### src/rtl/mem_port_arbiter.sv
// Arbitrates the single memory port between fetch (I) and memory-stage (D) requests.
// Define MEM_ARB_STARVE_GUARD_EN to build the fetch starvation guard.
module mem_port_arbiter #(
  parameter int ADDR_W       = 64,
  parameter int DATA_W       = 64,
  parameter int STARVE_LIMIT = 4
) (
  input  logic              clk,
  input  logic              reset,
  input  logic              i_valid,
  input  logic [ADDR_W-1:0] i_addr,
  output logic              i_ready,
  output logic              i_resp_valid,
  output logic [31:0]       i_resp_data,
  input  logic              i_flush,
  input  logic              d_valid,
  input  logic [ADDR_W-1:0] d_addr,
  input  logic              d_write,
  input  logic [2:0]        d_size,
  input  logic [7:0]        d_strobe,
  input  logic [DATA_W-1:0] d_wdata,
  output logic              d_ready,
  output logic              d_resp_valid,
  output logic [DATA_W-1:0] d_resp_data,
  output logic              m_valid,
  output logic [ADDR_W-1:0] m_addr,
  output logic              m_write,
  output logic [2:0]        m_size,
  output logic [7:0]        m_strobe,
  output logic [DATA_W-1:0] m_wdata,
  input  logic              m_ack,
  input  logic [DATA_W-1:0] m_rdata
);

  typedef enum logic [1:0] {
    IDLE = 2'd0,
    WAIT = 2'd1,
    RESP = 2'd2
  } state_t;

  state_t              state_q, state_d;
  logic                owner_i_q, owner_i_d;
  logic                suppress_q, suppress_d;
  logic                m_valid_q, m_valid_d;
  logic [ADDR_W-1:0]   m_addr_q, m_addr_d;
  logic                m_write_q, m_write_d;
  logic [2:0]          m_size_q, m_size_d;
  logic [7:0]          m_strobe_q, m_strobe_d;
  logic [DATA_W-1:0]   m_wdata_q, m_wdata_d;
  logic [DATA_W-1:0]   data_q, data_d;

  logic grant_i, grant_d, force_i;

`ifdef MEM_ARB_STARVE_GUARD_EN
  localparam int CNT_W = $clog2(STARVE_LIMIT + 1);

  logic [CNT_W-1:0] starve_q, starve_d;

  assign force_i = (starve_q == CNT_W'(STARVE_LIMIT));

  // Counts D wins that left a fetch waiting; saturates so I is forced at most once per run.
  always_comb begin
    starve_d = starve_q;
    if (grant_i) begin
      starve_d = '0;
    end else if (grant_d && i_valid && !force_i) begin
      starve_d = starve_q + CNT_W'(1);
    end
  end

  always_ff @(posedge clk or posedge reset) begin
    if (reset) begin
      starve_q <= '0;
    end else begin
      starve_q <= starve_d;
    end
  end
`else
  assign force_i = (STARVE_LIMIT < 0);
`endif

  always_comb begin
    state_d    = state_q;
    owner_i_d  = owner_i_q;
    suppress_d = suppress_q;
    m_valid_d  = m_valid_q;
    m_addr_d   = m_addr_q;
    m_write_d  = m_write_q;
    m_size_d   = m_size_q;
    m_strobe_d = m_strobe_q;
    m_wdata_d  = m_wdata_q;
    data_d     = data_q;
    grant_i    = 1'b0;
    grant_d    = 1'b0;

    case (state_q)
      IDLE: begin
        // A forced I grant only happens if fetch is actually still asking.
        grant_i = i_valid && (force_i || !d_valid);
        grant_d = d_valid && !grant_i;
        if (grant_i) begin
          owner_i_d  = 1'b1;
          suppress_d = 1'b0;
          m_valid_d  = 1'b1;
          m_addr_d   = i_addr;
          m_write_d  = 1'b0;
          m_size_d   = 3'b010;
          m_strobe_d = 8'h00;
          m_wdata_d  = '0;
          state_d    = WAIT;
        end else if (grant_d) begin
          owner_i_d  = 1'b0;
          suppress_d = 1'b0;
          m_valid_d  = 1'b1;
          m_addr_d   = d_addr;
          m_write_d  = d_write;
          m_size_d   = d_size;
          m_strobe_d = d_strobe;
          m_wdata_d  = d_wdata;
          state_d    = WAIT;
        end
      end
      WAIT: begin
        if (owner_i_q && i_flush) begin
          suppress_d = 1'b1;
        end
        if (m_ack) begin
          m_valid_d = 1'b0;
          data_d    = (!owner_i_q && m_write_q) ? '0 : m_rdata;
          state_d   = RESP;
        end
      end
      RESP: begin
        suppress_d = 1'b0;
        state_d    = IDLE;
      end
      default: begin
        state_d = IDLE;
      end
    endcase
  end

  always_ff @(posedge clk or posedge reset) begin
    if (reset) begin
      state_q    <= IDLE;
      owner_i_q  <= 1'b0;
      suppress_q <= 1'b0;
      m_valid_q  <= 1'b0;
      m_addr_q   <= '0;
      m_write_q  <= 1'b0;
      m_size_q   <= 3'b000;
      m_strobe_q <= 8'h00;
      m_wdata_q  <= '0;
      data_q     <= '0;
    end else begin
      state_q    <= state_d;
      owner_i_q  <= owner_i_d;
      suppress_q <= suppress_d;
      m_valid_q  <= m_valid_d;
      m_addr_q   <= m_addr_d;
      m_write_q  <= m_write_d;
      m_size_q   <= m_size_d;
      m_strobe_q <= m_strobe_d;
      m_wdata_q  <= m_wdata_d;
      data_q     <= data_d;
    end
  end

  assign i_ready = grant_i;
  assign d_ready = grant_d;

  assign m_valid  = m_valid_q;
  assign m_addr   = m_addr_q;
  assign m_write  = m_write_q;
  assign m_size   = m_size_q;
  assign m_strobe = m_strobe_q;
  assign m_wdata  = m_wdata_q;

  // A flush seen in the RESP cycle itself also kills the fetch response.
  assign i_resp_valid = (state_q == RESP) && owner_i_q && !suppress_q && !i_flush;
  assign d_resp_valid = (state_q == RESP) && !owner_i_q;
  assign i_resp_data  = i_resp_valid ? data_q[31:0] : 32'h0;
  assign d_resp_data  = d_resp_valid ? data_q : '0;

endmodule

### config.mk
export PLATFORM = sky130hd
export DESIGN_NAME = mem_port_arbiter
export DESIGN_NICKNAME = d
export VERILOG_FILES = /design/src/rtl/mem_port_arbiter.sv
export SDC_FILE = /design/constraint.sdc
export NUM_CORES = 1
export LEC_CHECK = 0
export BUFFER_PORTS_ARGS = -buffer_cell sky130_fd_sc_hd__buf_2
export CAP_MARGIN = 5
export CORE_AREA = 2 2 202 204
export DETAILED_ROUTE_END_ITERATION = 10
export DIE_AREA = 0 0 204 206
export PLACE_DENSITY_LB_ADDON = 0.2
export SLEW_MARGIN = 10
export SYNTH_ARGS = -nofsm -noshare
export SYNTH_HDL_FRONTEND = slang
export SYNTH_SLANG_ARGS = --single-unit
### constraint.sdc
create_clock -name clk -period 9.1 [get_ports clk]
set_input_delay 2.275 -clock clk [delete_from_list [all_inputs] [get_ports clk]]
set_output_delay 2.275 -clock clk [all_outputs]
set_load 0.05 [all_outputs]
Word-level counts from Yosys, hierarchy flattened
Index checks and enable logic that the tools add are counted.
{"block": "totals", "regBits": 209}
{"block": "classes", "eq_ne": 5, "muxes": 28, "reduce_logical": 22}
{"cell": "$mux 64", "n": 6}
{"cell": "$mux 32", "n": 1}
{"cell": "$mux 8", "n": 2}
{"cell": "$mux 1", "n": 11}
{"cell": "$logic_and 1x1->1", "n": 8}
{"cell": "$mux 2", "n": 3}
{"cell": "$mux 3", "n": 2}
{"cell": "$reduce_and 2->1", "n": 3}
{"cell": "$reduce_and 3->1", "n": 2}
{"cell": "$logic_not 1->1", "n": 5}
{"cell": "$ne 2x2->1 const B", "n": 2}
{"cell": "$pmux 2 s2", "n": 1}
{"cell": "$reduce_bool 2->1", "n": 2}
{"cell": "$ne 3x3->1 const B", "n": 1}
{"cell": "$pmux 1 s3", "n": 1}
{"cell": "$reduce_bool 3->1", "n": 1}
{"cell": "$eq 2x1->1 const B", "n": 1}
{"cell": "$eq 2x2->1 const B", "n": 1}
{"cell": "$logic_not 2->1", "n": 1}
{"cell": "$pmux 1 s2", "n": 1}

Longest topological paths before layout
Gate-level depths: netlist of run 1.
{"block": "depth", "depth_word": 7, "depth_mapped": 6, "depth_no_buf": 3}

Least setup slack after synthesis of run 1
OpenSTA, ideal clock, no wires.
{"block": "synth_timing", "path_kind": "input to output", "startpoint": "input i_flush", "endpoint": "output i_resp_data[22]", "arrival_time_ps": 3427, "t_required_ps": 6825, "path_slack_ps": 3398, "cell_stages": 3, "path_buffers": 1, "cell_sequence": "nor4b_4 -> buf_2 -> and2_1"}
{"block": "synth_between", "elab_chain_cells": 3}
{"element": "start, declared", "line_no": "15", "text": "input logic i_flush,"}
{"element": "$logic_not 1->1", "line_no": "180", "text": "assign i_resp_valid = (state_q == RESP) && owner_i_q && !suppress_q && !i_flush;"}
{"element": "$logic_and 1x1->1", "line_no": "180"}
{"element": "named net i_resp_valid", "line_no": "13", "text": "output logic i_resp_valid,"}
{"element": "$mux 32", "line_no": "182", "text": "assign i_resp_data = i_resp_valid ? data_q[31:0] : 32'h0;"}
{"element": "end, declared", "line_no": "14", "text": "output logic [31:0] i_resp_data,"}
The timed path passes the listed nets, and every way through them passes these cells.

Worst setup path after layout of run 1
{"block": "layout_timing", "startpoint": "input i_flush", "endpoint": "output i_resp_data[0]"}
{"block": "layout_between", "elab_chain_cells": 3}
{"element": "$logic_not 1->1", "line_no": "180"}
{"element": "$logic_and 1x1->1", "line_no": "180"}
{"element": "$mux 32", "line_no": "182"}
No other way between the ends.

==> run_results.csv, run 1 <==
group,metric,value,unit
finish,ff_latch_area,5230,um^2
pwr,p_leak,6.96,nW
worst_setup_path,cp_common_cell,"buf_2",
placement,dp_hpwl,23400,um
min_path,hp-start,"data_q[42]",
global_routing,antenna_found_initial,7,
detailed_routing,drtAntennaViolNets,0,
worst_setup_path,crit_type,"primary input to output pin",
clock_network,cts_resized,0,
worst_setup_path,r2r-end,"m_addr[60]",
placement,globalplace.congestion,0.785,
pwr,p_per_area,366,nW/um^2
floorplanning,fp-row-count,74,
detailed_routing,vias_per_cell,4.33,
yosys,synth_fp_nets,1189,
worst_setup_path,r2r-start,"state_q[0]",
pwr,total_power,4.78,mW
detailed_routing,num_vias,8391,
timing,fin_skew,21.3,ps
global_routing,grt_max_degree,88,
timing,finalCriticalPeriod,6180,ps
finish,syn_to_final_growth,41.5,%
finish,multiInputGateArea,3640,um^2
timing,fin_setup_tns,0,ps
floorplanning,dieWidth,204,um
yosys,yosysWarnings,0,
clock_network,cts.sinks,209,
global_routing,grt_usage,0.149,
yosys,syn_area_per_cell,10.1,um^2
finish,fin_nets,1663,
timing,period_share,0.679,
detailed_routing,drc,0,
worst_setup_path,crit_chain,"buf_2 > nor4b_4 > and2_1 > buf_2",
clock_network,cts_root_buffer,"clkbuf_16",
clock_network,htreeDepth,1,
detailed_routing,drt_iter0_drc,256,
worst_setup_path,max_stage_delay,990,ps
timing,hold_violations,0,
worst_setup_path,r2r_slack,6570,ps
yosys,yosysTopAreaCellShare,0.565,
floorplanning,die-area,42000,um^2
floorplanning,start_util,0.230,
yosys,synth_area,9250,um^2
floorplanning,io_pins,515,
pwr,ir_worst_vdd,0.000205,V
detailed_routing,first_pass_iters,4,
global_routing,grt_pass1_wl,48700,um
finish,fill_cells,4288,
floorplanning,die_h,206,um
worst_setup_path,crit_path_top_delay_cell,"nor4b_4",
yosys,yosys.area.top_type,"dfrtp_1",
finish,drive_above_1_share,0.412,
timing,rsz0062_at_grt,"no",
finish,final_cell_mix,"buf_2, dfrtp_1, o21ai_0, nand2_1, and2_1",
yosys,yosysUniqueCellTypes,28,
clock_network,hold_buffers,0,
clock_network,cts_setup_buffers,0,
worst_setup_path,crit_fanout,33,
min_path,hold_depth,2,
clock_network,cts_buffers,25,
timing,relSlewSlack,0.217,
clock_network,cts.clk_slew.worst_paths,60,ps
timing,slew_violations,0,
detailed_routing,wirelength,33000,um
yosys,synth_seq_area_share,0.565,
timing,setup-violations-final,0,
global_routing,grt_pass1_vias,8189,
clock_network,cts_tree,"yes",
worst_setup_path,reg2reg_depth,5,
flow_run,cap_viol_max_count,0,
worst_setup_path,startpoint_type,"primary input",
worst_setup_path,worstPathArrival,3900,ps
clock_network,cts_buffer_depth,3,
worst_setup_path,cp.required,6830,ps
outcome,status,"finished clean",
timing,tightest_slew,1170,ps
floorplanning,core,40200,um^2
yosys,synth_area_leaders,"dfrtp_1, o21ai_0, mux2i_1, and2_1, nand2_1",
detailed_routing,wl_per_cell,17.0,um
placement,portBuffers,514,
timing,max_freq,0.162,GHz
min_path,hold_path.class,"flop to flop",
yosys,synthCells,915,
clock_network,clock_latency,540,ps
worst_setup_path,critPathCaptureType,"output pin",
yosys,ys_ff_latch,209,
finish,final_common_cell,"buf_2",
min_path,min_to,"data_q[42]",
global_routing,grt.overflow.total,0,
[cells in the mapped netlist, drive strengths merged]
master and number:
nor4b 1, o21ai 216, or2 1, inv 4, a22o 53, a211oi 1, mux2i 64, a21oi 1
clkbuf 45, a22oi 1, nand2 153, buf 35, nor2b 1, nand3 22, nor3 1, and2 98
and3b 1, nor2 4, dfrtp 209, nand3b 2, nand2b 2
[sequential cells by signal, summed over array words and instances, names as in the netlist]
| name | flops |
|---|---|
| suppress_q | 1 |
| m_valid | 1 |
| state_q | 2 |
| m_size | 3 |
| owner_i_q | 1 |
| m_write | 1 |
| m_strobe | 8 |
| m_wdata | 64 |
| data_q | 64 |
| m_addr | 64 |
[metrics by stage]
stage | instance area (um^2) | utilization | setup slack (ps) | hold WS (ps) | cells
6_report | 13100 | 0.326 | 2920 | 470 | 1940
5_1_grt | 13100 | 0.326 | 2770 | 499 | 1940
4_1_cts | 13100 | 0.325 | 2880 | 476 | 1938
3_5_place_dp | 12200 | 0.304 | 2880 | 463 | 1894
3_3_place_gp | 12200 | 0.304 | 3010 | 453 | 1894
2_1_floorplan | 9250 | - | 1120 | 442 | 915
[power by group]
part	internal, mW	switching [mW]	total, mW
sequential	1.34	0.223	1.56
clock	0.619	0.400	1.02
combinational	0.506	1.69	2.20
total	2.47	2.32	4.78
[cell type report]
class	instances	share of cell area
inverters	4	0.00172
multi-input cells	622	0.278
clock inverters	6	0.00497
clock buffers	38	0.0600
repair buffers	527	0.204
well taps	532	0.0509
diodes	2	0.000383
flip-flops and latches	209	0.400
[worst max path at each step]
| stage | startpoint | end | slack [ps] |
|---|---|---|---|
| 2_1_floorplan | reset | data_q[0] | 1120 |
| 3_3_place_gp | i_flush | i_resp_data[5] | 3010 |
| 3_5_place_dp | i_flush | i_resp_data[0] | 2880 |
| 4_1_cts | i_flush | i_resp_data[0] | 2880 |
| 5_1_grt | i_flush | i_resp_data[11] | 2770 |
| 6_report | i_flush | i_resp_data[0] | 2920 |
[critical path, delay by kind of cell]
| family | cells | cell delay, ps |
|---|---|---|
| AND/OR/NAND/NOR | 2 | 1230 |
| buffers and inverters | 2 | 380 |
[kinds of logic after synthesis]
family,after synthesis,synth area share
flip-flops,209,0.565
buffers and inverters,84,0.0446
AO/OA/AOI/OAI,272,0.169
multiplexers,64,0.0693
AND/OR/NAND/NOR,286,0.151
[routing by layer]
metal  GRT usage  vias to the layer above  share of wire
met5           0                        -         0.0017
met4      0.0443                        8          0.020
met3      0.0424                       44          0.084
met2       0.257                      330           0.49
met1       0.182                     3928           0.41
li1            -                     4081              -
(Power assumes the default switching activity.)
==> run 2, diff against run 1 <==
==> constraint.sdc (replaced) <==
create_clock -name clk -period 5.6 [get_ports clk]
set_input_delay 1.4 -clock clk [delete_from_list [all_inputs] [get_ports clk]]
set_output_delay 1.4 -clock clk [all_outputs]
set_load 0.05 [all_outputs]
==> run 2 against run 1 <==
Effect of this change:
- final cell count hardly changed
- clock-buffer cell count is 1 higher
- worst hold slack got worse by 3.4 ps
- critical path type is now flop to output pin
- core utilization is 0.062 points higher
- via count rose by 0.50%
- power grew 64%
- first-iteration DRC count increased by 20%
- largest cell class unchanged
- sequential cell count stayed put
- sequential power grew 63%
==> run_results.csv, run 2 (synthesis results as in run 1) <==
group,metric,value,unit
detailed_routing,num_vias,8433,
global_routing,grt_usage,0.150,
timing,fin_skew,15.4,ps
pwr,comb_power_share,0.459,
detailed_routing,drt_iter0_drc,308,
clock_network,cts.clk_slew.worst_paths,60,ps
global_routing,antenna_found_initial,5,
pwr,clkPwrFrac,0.215,
worst_setup_path,critPathCaptureType,"output pin",
pwr,p_leak,6.95,nW
worst_setup_path,crit_type,"flop to output pin",
timing,max_freq,0.243,GHz
min_path,min_to,"data_q[43]",
worst_setup_path,crit_fanout,65,
timing,slew_violations,0,
detailed_routing,vias_per_cell,4.35,
finish,syn_to_final_growth,41.7,%
timing,relSlewSlack,0.246,
worst_setup_path,crit_path_top_delay_cell,"nor2_4",
floorplanning,die-area,42000,um^2
clock_network,cts.sinks,209,
floorplanning,fp-row-count,74,
worst_setup_path,startpoint_type,"flop",
pwr,power.switching,3.80,mW
min_path,hold_path.class,"flop to flop",
finish,final_cell_mix,"buf_2, dfrtp_1, o21ai_0, nand2_1, and2_1",
pwr,ir_worst_vdd,0.000313,V
pwr,p_int,4.02,mW
min_path,hp-start,"data_q[43]",
clock_network,cts_buffer_depth,3,
floorplanning,die_h,206,um
finish,drive_above_1_share,0.410,
worst_setup_path,cp.required,4200,ps
clock_network,cts_resized,0,
clock_network,cts_buffers,26,
worst_setup_path,r2r_slack,3460,ps
clock_network,cts_setup_buffers,0,
clock_network,cts_tree,"yes",
placement,portBuffers,514,
clock_network,hold_buffers,0,
timing,tightest_slew,1130,ps
min_path,hold_depth,2,
global_routing,grt_pass1_wl,49200,um
detailed_routing,drtAntennaViolNets,0,
timing,rsz0062_at_grt,"no",
floorplanning,io_pins,515,
pwr,p_per_area,597,nW/um^2
pwr,switching_share,0.486,
clock_network,clock_latency,550,ps
flow_run,cap_viol_max_count,0,
finish,final_common_cell,"buf_2",
global_routing,grt.overflow.total,0,
clock_network,htreeDepth,1,
detailed_routing,first_pass_iters,4,
global_routing,grt_pass1_vias,8095,
detailed_routing,wirelength,33200,um
floorplanning,dieWidth,204,um
outcome,status,"finished clean",
placement,globalplace.congestion,0.811,
worst_setup_path,reg2reg_depth,4,
finish,fin_util,0.326,
timing,period_share,0.736,
timing,hold_violations,0,
worst_setup_path,max_stage_delay,870,ps
timing,finalCriticalPeriod,4120,ps
finish,fin_nets,1663,
detailed_routing,wl_per_cell,17.1,um
timing,setup-violations-final,0,
worst_setup_path,worstPathArrival,2720,ps
timing,fin_setup_tns,0,ps
pwr,power_frac_seq,0.326,
placement,dp_hpwl,23500,um
floorplanning,core,40200,um^2
clock_network,cts_root_buffer,"clkbuf_16",
worst_setup_path,r2r-start,"state_q[1]",
worst_setup_path,r2r-end,"m_addr[63]",
global_routing,grt_max_degree,143,
floorplanning,start_util,0.230,
worst_setup_path,crit_chain,"buf_4 > nand2b_1 > nor2_4 > and2_1 > buf_2",
detailed_routing,drc,0,
-- run 2: cell types whose count changed in the layout (fill, tap and decap cells not counted), sizes merged --
cell	delta
clkinv	-1
clkbuf	+1
buf	-1
clkinvlp	+3
inv	-2
diode	-1
-- run 2: area by class of cell --
type	instances	area, um^2
fillers	4275	27100
flip-flops and latches	209	5230
multi-input cells	622	3640
repair buffers	526	2690
clock buffers	39	790
well taps	532	666
clock inverters	6	73.8
inverters	4	18.8
diodes	1	2.50
-- run 2: metal layers --
layer	GRT usage	vias up	share of wire
met1	0.184	3950	0.42
met3	0.0421	44	0.080
met2	0.257	345	0.48
li1	-	4086	-
met5	0	-	0.0017
met4	0.0437	8	0.021
-- run 2: worst max path at each step --
stage | start | to | slack, ps | depth (start not counted)
finish | state_q[0] | d_resp_data[39] | 1480 | 5
global route | state_q[1] | d_resp_data[17] | 1240 | 4
CTS | state_q[1] | d_resp_data[39] | 1380 | 4
detailed placement | d_valid | d_ready | 1600 | 3
global placement | d_valid | d_ready | 1580 | 3
floorplan | reset | data_q[0] | 1490 | 1
-- run 2: worst max-delay path: cells and delay by family, from the launching register on --
family | cells | cell delay (ps)
flip-flops | 1 | 350
AND/OR/NAND/NOR | 3 | 1340
buffers and inverters | 2 | 440
-- run 2: power by group through the flow --
stage / registers [mW] / logic, mW / clock network, mW
floorplan: 4.12 / 1.05 / 0
global placement: 2.56 / 3.63 / 0
detailed placement: 2.57 / 3.66 / 0
CTS: 2.56 / 3.65 / 1.74
global route: 2.65 / 3.83 / 1.81
finish: 2.55 / 3.59 / 1.68
-- run 2: metrics by stage --
stage	instances	hold WS (ps)	total power [mW]	instance area, um^2	worst slack, ps
floorplan	915	442	5.16	9250	1490
global placement	1893	454	6.20	12200	1580
finish	1939	466	7.83	13100	1480
global route	1938	490	8.29	13100	1240
detailed placement	1893	461	6.22	12200	1600
CTS	1938	476	7.96	13100	1380
